$ cat src/rtl/ranger_pkg.sv
// rtl/ranger_pkg.sv - shared types and constants for the ultrasonic ranging front end
package ranger_pkg;

  // Measurement sequencer states
  typedef enum logic [2:0] {
    ST_IDLE,
    ST_TRIG,
    ST_WAIT_RISE,
    ST_MEASURE,
    ST_DONE
  } state_t;

  // Reported width when no object was seen; keeps the downstream buzzer silent
  localparam logic [31:0] DURATION_NONE = 32'hFFFF_FFFF;

  // Defaults for a 12 MHz clock
  localparam int unsigned DEF_TRIG_CYCLES    = 120;     // 10 us trigger
  localparam int unsigned DEF_TIMEOUT_CYCLES = 360000;  // 30 ms echo window
  localparam int unsigned DEF_PERIOD_CYCLES  = 720000;  // 60 ms between triggers

endpackage

$ cat src/rtl/echo_sync.sv
// rtl/echo_sync.sv - 2-FF synchronizer for the sensor echo with edge pulses
module echo_sync (
  input  logic clk,
  input  logic rst,
  input  logic echo_in,
  output logic echo,
  output logic rise,
  output logic fall
);

  logic meta;
  logic sync;
  logic prev;

  // Two flops into the clk domain, plus a delayed copy for edge detection
  always_ff @(posedge clk or negedge rst) begin
    if (!rst) begin
      meta <= 1'b0;
      sync <= 1'b0;
      prev <= 1'b0;
    end else begin
      meta <= echo_in;
      sync <= meta;
      prev <= sync;
    end
  end

  assign echo = sync;
  assign rise = sync & ~prev;
  assign fall = ~sync & prev;

endmodule

$ cat src/rtl/ultrasonic_echo_meter.sv
// rtl/ultrasonic_echo_meter.sv - periodic trigger and echo width measurement
module ultrasonic_echo_meter
  import ranger_pkg::*;
#(
  parameter int unsigned TRIG_CYCLES    = DEF_TRIG_CYCLES,
  parameter int unsigned TIMEOUT_CYCLES = DEF_TIMEOUT_CYCLES,
  parameter int unsigned PERIOD_CYCLES  = DEF_PERIOD_CYCLES
) (
  input  logic        clk,
  input  logic        rst,
  input  logic        en,
  input  logic        echo_in,
  output logic        trig_out,
  output logic [31:0] duration,
  output logic        valid,
  output logic        timeout
);

  localparam logic [31:0] TRIG_LAST     = 32'(TRIG_CYCLES - 1);
  localparam logic [31:0] TIMEOUT_LAST  = 32'(TIMEOUT_CYCLES - 1);
  localparam logic [31:0] PERIOD_RELOAD = 32'(PERIOD_CYCLES - 1);

  state_t      state;
  logic [31:0] period_cnt;  // zero means a new trigger may start
  logic [31:0] trig_cnt;
  logic [31:0] timer;       // cycles since trigger end
  logic [31:0] width;

  logic echo;
  logic echo_rise;
  logic echo_fall;

  echo_sync u_echo_sync (
    .clk     (clk),
    .rst     (rst),
    .echo_in (echo_in),
    .echo    (echo),
    .rise    (echo_rise),
    .fall    (echo_fall)
  );

  // Sequencer: trigger, wait for echo, measure width, publish result
  always_ff @(posedge clk or negedge rst) begin
    if (!rst) begin
      state      <= ST_IDLE;
      period_cnt <= '0;
      trig_cnt   <= '0;
      timer      <= '0;
      width      <= '0;
      trig_out   <= 1'b0;
      duration   <= DURATION_NONE;
      valid      <= 1'b0;
      timeout    <= 1'b0;
    end else begin
      valid <= 1'b0;
      if (period_cnt != '0) begin
        period_cnt <= period_cnt - 32'd1;
      end

      case (state)
        ST_IDLE: begin
          if (en && period_cnt == '0) begin
            state      <= ST_TRIG;
            trig_out   <= 1'b1;
            trig_cnt   <= '0;
            period_cnt <= PERIOD_RELOAD;
          end
        end

        ST_TRIG: begin
          if (trig_cnt == TRIG_LAST) begin
            state    <= ST_WAIT_RISE;
            trig_out <= 1'b0;
            timer    <= '0;
          end else begin
            trig_cnt <= trig_cnt + 32'd1;
          end
        end

        // An echo already high here never produces a rise, so it times out
        ST_WAIT_RISE: begin
          timer <= timer + 32'd1;
          if (echo_rise) begin
            state <= ST_MEASURE;
            width <= 32'd1;
          end else if (timer >= TIMEOUT_LAST) begin
            state    <= ST_DONE;
            valid    <= 1'b1;
            duration <= DURATION_NONE;
            timeout  <= 1'b1;
          end
        end

        // Falling edge is checked first so it beats a coincident timeout
        ST_MEASURE: begin
          timer <= timer + 32'd1;
          if (echo_fall) begin
            state    <= ST_DONE;
            valid    <= 1'b1;
            duration <= width;
            timeout  <= 1'b0;
          end else if (timer >= TIMEOUT_LAST) begin
            state    <= ST_DONE;
            valid    <= 1'b1;
            duration <= DURATION_NONE;
            timeout  <= 1'b1;
          end else if (echo && width != DURATION_NONE) begin
            width <= width + 32'd1;
          end
        end

        ST_DONE: begin
          state <= ST_IDLE;
        end

        default: begin
          state <= ST_IDLE;
        end
      endcase
    end
  end

endmodule

$ cat config.mk
export PLATFORM = sky130hd
export DESIGN_NAME = ultrasonic_echo_meter
export DESIGN_NICKNAME = d
export VERILOG_FILES = /design/src/rtl/ranger_pkg.sv /design/src/rtl/echo_sync.sv /design/src/rtl/ultrasonic_echo_meter.sv
export SDC_FILE = /design/constraint.sdc
export NUM_CORES = 1
export LEC_CHECK = 0
export BUFFER_PORTS_ARGS = -buffer_cell sky130_fd_sc_hd__buf_2
export CELL_PAD_IN_SITES_DETAIL_PLACEMENT = 0
export CELL_PAD_IN_SITES_GLOBAL_PLACEMENT = 1
export CORE_MARGIN = 1.5
export CORE_UTILIZATION = 52
export CTS_CLUSTER_DIAMETER = 120
export DETAILED_ROUTE_END_ITERATION = 10
export PLACE_DENSITY_LB_ADDON = 0.1
export SETUP_SLACK_MARGIN = 0.15
export SYNTH_ARGS = -nofsm -noshare
export SYNTH_HDL_FRONTEND = slang
export SYNTH_SLANG_ARGS = --single-unit
$ cat constraint.sdc
create_clock -name clk -period 5.2 [get_ports clk]
set_clock_uncertainty 0.2 [all_clocks]
set_input_delay 0.26 -clock clk [delete_from_list [all_inputs] [get_ports clk]]
set_output_delay 0.26 -clock clk [all_outputs]
set_load 0.1 [all_outputs]
# After elaboration in Yosys (flattened, before gate mapping)
# Index checks and enable logic that the tools add are counted.
# Widths: inputs -> output; s select.
[word_totals] regBits=169 input_bits=4 out_inout_bits=35 elab_cells=83
[op_classes] n_addsub=4 n_lt_le_gt_ge=1 eq_ne=13 muxes=34 bitwise=4 n_reduce_logical=15
[ops] cell="$mux 32" n=13
[ops] cell="$pmux 32 s2" n=4
[ops] cell="$add 32x1->32 const B" n=3
[ops] cell="$eq 32x7->1 const B" n=1
[ops] cell="$ge 32x19->1 const B" n=1
[ops] cell="$logic_not 32->1" n=1
[ops] cell="$ne 32x32->1 const B" n=1
[ops] cell="$reduce_bool 32->1" n=1
[ops] cell="$sub 32x1->32 const B" n=1
[ops] cell="$ne 2x2->1 const B" n=8
[ops] cell="$mux 3" n=5
[ops] cell="$pmux 3 s4" n=1
[ops] cell="$mux 1" n=8
[ops] cell="$eq 3x2->1 const B" n=2
[ops] cell="$pmux 1 s2" n=3
[ops] cell="$reduce_and 2->1" n=3
[ops] cell="$reduce_and 3->1" n=2
[ops] cell="$reduce_bool 2->1" n=3
[ops] cell="$reduce_and 5->1" n=1
[ops] cell="$eq 3x1->1 const B" n=1
[ops] cell="$logic_not 3->1" n=1
[ops] cell="$and 1x1->1" n=2
[ops] cell="$logic_and 1x1->1" n=2
[ops] cell="$not 1->1" n=2
[ops] cell="$reduce_or 2->1" n=1

# Depth between registers and ports, before layout
[logic_depth] ltp_word=6 mapped_depth=9

# By module
# Synthesis repeated with hierarchy kept, for this count alone.
[unflattened] hier_cells=814 area_unflattened_um2=8196.6
[modules_own_cells] mod="ultrasonic_echo_meter" instances=1 cells_each=809 area_per_inst_um2=8106.5 seq_area_each_um2=4194.0
[modules_own_cells] mod="echo_sync" instances=1 cells_each=5 area_per_inst_um2=90.1 seq_area_each_um2=75.1

# Worst setup path after synthesis
# Ideal clock, no wire load.
[synth_path] path_kind="flip-flop to flip-flop" from="register period_cnt[14]" to="register period_cnt[27]" setup_ns=0.079 arrival_time_ns=2.472 t_required_ns=4.921 slack_ns=2.449 stages_incl_launch_ff=8 n_path_buf=1 path_cell_list="dfrtp_1 -> or3_4 -> or4_4 -> buf_6 -> or4_4 -> or2_4 -> nor4_4 -> xor2_1"
[synth_between] elab_chain_cells=4 elab_cells_between_ends=7
[synth_rtl] item="from (decl)" line_no="ultrasonic_echo_meter.sv:24" rtl="logic [31:0] period_cnt;"
[synth_rtl] item="from (signal assigned)" line_no="ultrasonic_echo_meter.sv:57" rtl="period_cnt <= period_cnt - 32'd1;"
[synth_rtl] item="$sub 32x1->32 (tied with other cells)" line_no="ultrasonic_echo_meter.sv:57"
[synth_rtl] item="$mux 32 or $logic_and 1x1->1 (tied branches)" line_no="ultrasonic_echo_meter.sv:56, ultrasonic_echo_meter.sv:62"
[synth_rtl] item="$mux 32" line_no="ultrasonic_echo_meter.sv:62" rtl="if (en && period_cnt == '0) begin"
[synth_rtl] item="$mux 32 *" line_no="ultrasonic_echo_meter.sv:60" rtl="case (state)"
# Mark *: on every way between the ends. The rest lies on a longest branch, timed or not.
# A chain may end at the register's enable or synchronous reset.

# Worst setup path in the final report
[layout_path] from="register period_cnt[26]" to="register period_cnt[3]"
[layout_between] elab_chain_cells=4 elab_cells_between_ends=6
[layout_rtl] item="$reduce_bool 32->1 or $logic_not 32->1 (tied branches)" line_no="ultrasonic_echo_meter.sv:56, ultrasonic_echo_meter.sv:62"
[layout_rtl] item="$mux 32 or $logic_and 1x1->1 (tied branches)" line_no="ultrasonic_echo_meter.sv:56, ultrasonic_echo_meter.sv:62"
[layout_rtl] item="$mux 32" line_no="ultrasonic_echo_meter.sv:62"
[layout_rtl] item="$mux 32 *" line_no="ultrasonic_echo_meter.sv:60"
# Marked as above.

==> summary.md <==
| Metric | Value |
|---|---|
| Status | finished, final reports clean |
| Hold path depth | 0 |
| Ys Warns | 0 |
| Max-cap viol count | 0 |
| Layout cells sized above 1 | 15.8% |
| Via count of the first global-routing pass | 6,290 |
| Worst R2R Setup Slack | between 1500 and 2000 ps |
| Die H | between 100 and 150 um |
| Grt ovf | 0 |
| Diode count | 0 |
| CTS max path bufs | 2 |
| Routability Congestion | between 0.8 and 0.9 |
| Number of DRC markers in iteration 0 | roughly 400 |
| Synth unique cells | 63 |
| Main combinational cell family by area after synthesis | simple AND/OR/NAND/NOR gates |
| Clock transition at path regs | 70 ps |
| Critical Path AT | between 3000 and 4000 ps |
| Total power | roughly 2600 uW |
| Clk root buf | clkbuf_16 |
| Most used cell, CP | or4_1 |
| Wire per inst | ~17 um |
| Lkg Pwr | approximately 0.0040 uW |
| Fillers | 1,303 |
| Crit Path Class | flop to flop |
| Synth Register Bits | 169 |
| EDFF count, synth | 0 |
| Hold Crit Endpoint | u_echo_sync.echo |
| Xor-xnor portion of the synthesized cell area | under 10% |
| Rows | 45 |
| First-pass GRT wire length | just over 30,000 um |
| Crit path time final | roughly 3600 ps |
| Power per cell area | roughly 280 nW/um^2 |
| Largest net degree at the start of global routing | between 80 and 90 |
| Syn Area/Cell | ~9.9 um^2 |
| Hold Fails Final Rpt | 0 |
| Post-route DRC | 0 |
| Cell taking the most area after synthesis | dfrtp_1 |
| Worst skew pair latency | 430 ps |
| Slowest stage cell, crit path | and2_1 |
| Initial Util | a little over half |
| Initial antenna violation count | 0 |
| Post-DP HPWL | approximately 12,000 um |
| Synth top area share | approximately two fifths |
| Seq/Total Area, Yosys | between 50% and 60% |
| Buffer and inverter count on the worst path | 1 |
| Max IR drop VDD | between 0.0002 and 0.00025 V |
| Crit end category | flop |
| Die W | approximately 130 um |
| HP Class | flop to flop |
| Reg-to-Reg Start | period_cnt[26] |
| Sw Share | ~22% |
| Routed Antenna Nets | 0 |
| Sequential Power Share | approximately 50% |
| Largest delay contributor family on the critical path | simple AND/OR/NAND/NOR gates |
| Final setup viols | 0 |
| I/O pin count | 39 |
| Comb pwr share | 1.2% |
| Worst-path maximum fanout | 33 |
| RSZ-0062 raised after global routing | no |
| Reg-to-Reg End | period_cnt[3] |
| CTS Buf Count | 17 |
| P_sw | a little under 600 uW |
| Total track usage | 23.4% |
| Synth Instances | 834 |
| Mapped Area | slightly above 8000 um^2 |
| CP Launch Type | flop |
| TritonCTS clock tree | built |
| Clk sinks | 169 |
| DIE AREA | roughly 17,000 um^2 |
| Crit path largest cell delay | between 900 and 1000 ps |
| Most frequent cell after synthesis | dfrtp_1 |
| Syn_nets | ~840 |
| Via density | approximately 6 |
| Mux contribution to synthesized area | under 10% |
| Routed Wire Length | between 15,000 and 20,000 um |
| Pins Over Slew Limit | 0 |
| Max Fclk | roughly 280 MHz |
| Area contributors post-synth | dfrtp_1, dfstp_2, nand2_1 |
| FF-to-FF path depth | 7 |
| Post-synthesis adder-cell area fraction | less than 1% |
| Period Utilization, post-route | slightly below 70% |
| Fin Setup TNS | 0 ps |
| Hold path start | u_echo_sync.meta |
| Core ar. | ~15,000 um^2 |
| Synth Area in Simple Gates | around 26% |
| Htree depth | 4 |
| Setup Buffers After CTS | 0 |
| Slew @ Worst Pin | approximately 1200 ps |
| Total iterations of the first detailed-routing run | 5 |
| Async S/R FF share, synth | 100% |
| # port buffers | 38 |
| Most frequent cells after synthesis | dfrtp_1, nand2_1, nor2_1, nand3_1, o21ai_0 |
| Fin nets | 877 |
| WP data required | approximately 5400 ps |
| Internal power | between 2000 and 2500 uW |
| Main synth FF type | dfrtp_1 |
| DR vias | 6,485 |
| Compound-Gate Fraction of Synth Area | between 10% and 20% |
| Crit path cell chain | or4_1 > or4_1 > nor4b_2 > buf_4 > and2_1 > nor3_1 > a21oi_1 |
| Synth-to-Final Area Change | 12.4% |
| Slew margin rel. | between 20 and 25% |
| Clock power frac | between 40% and 50% |
-- power groups by stage --
stage / combinational [uW] / sequential, uW / clock [uW]
finish: 31.8 / 1320 / 1280
CTS: 34.3 / 1320 / 1320
floorplan: 1.96 / 1340 / 0
global placement: 31.0 / 1340 / 0
detailed placement: 32.3 / 1340 / 0
global route: 38.1 / 1320 / 1370
-- registers in the layout, indices dropped and copies added, names as in the netlist --
signal and cells:
period_cnt 32, state 3, width 32, timer 32
duration 32, u_echo_sync.meta 1, timeout 1, valid 1
u_echo_sync.echo 1, trig_cnt 32, u_echo_sync.prev 1, trig_out 1
-- per-stage QoR --
step / setup WS [ps] / std cells / cell area (um^2) / hold slack (ps) / utilization (%)
after floorplan: 2450 / 834 / 8270 / -236 / -
after global placement: 1680 / 1057 / 8660 / 137 / 56.3
after detailed placement: 1630 / 1057 / 8660 / 148 / 56.3
after CTS: 1590 / 1092 / 9290 / 162 / 60.4
after global routing: 1350 / 1092 / 9290 / 163 / 60.4
final: 1650 / 1092 / 9290 / 154 / 60.4
-- how the worst max path moves through the flow --
stage                     endpoint           start  depth (start not counted)  slack [ps]
floorplan           period_cnt[27]  period_cnt[14]                          7        2450
global placement     period_cnt[3]  period_cnt[26]                          7        1680
detailed placement   period_cnt[3]  period_cnt[26]                          7        1630
CTS                  period_cnt[3]  period_cnt[26]                          7        1590
global route        period_cnt[11]  period_cnt[26]                          7        1350
finish               period_cnt[3]  period_cnt[26]                          7        1650
-- kinds of logic (layout without fill, tap and decap cells) --
logic type	Yosys count	count (layout)
AND/OR/NAND/NOR	398	398
flip-flops	169	169
AO/OA/AOI/OAI	139	139
XOR/XNOR	56	56
buffers and inverters	51	98
multiplexers	16	16
adder cells (fa/ha/maj)	5	5
-- layer usage --
metal	track usage, %	up-vias	share of wire, %
met5	0	-	0
met4	6.61	0	1.2
met3	4.67	15	2.8
met2	38.1	111	48
met1	32.0	3241	48
li1	-	3118	-
-- final cells by class --
type | instances | area, um^2 | share of cell area, %
Sequential cell | 169 | 4270 | 46.0
Multi-Input combinational cell | 614 | 3810 | 41.0
Clock buffer | 18 | 439 | 4.73
Timing Repair Buffer | 49 | 287 | 3.08
Tap cell | 211 | 264 | 2.84
Clock inverter | 14 | 160 | 1.72
Inverter | 17 | 63.8 | 0.687
-- cells in the final DEF, fill, tap and decap left out, types with 15 or more instances in the layout --
cell | synthesis | final
o21ai_0 | 40 | 40
or4_1 | 15 | 15
nand2_1 | 89 | 89
clkbuf_16 | 0 | 17
nand4_1 | 32 | 32
nand3_1 | 55 | 55
inv_1 | 17 | 17
mux2i_1 | 16 | 16
xnor2_1 | 24 | 24
nor2_1 | 75 | 75
and3_1 | 17 | 17
o22a_1 | 25 | 25
dfrtp_1 | 137 | 137
xor2_1 | 32 | 32
a21oi_1 | 27 | 27
buf_2 | 5 | 37
dfstp_2 | 32 | 32
nor3_1 | 23 | 22
nor4_1 | 23 | 23
-- timing repair --
| item | CTS | global route |
|---|---|---|
| hold buffers | 3 | 0 |
| endpoints found under the hold margin | 69 | 0 |
| resized for setup | 0 | 0 |
| setup endpoints to repair | 0 | 0 |
(Power assumes the default switching activity.)
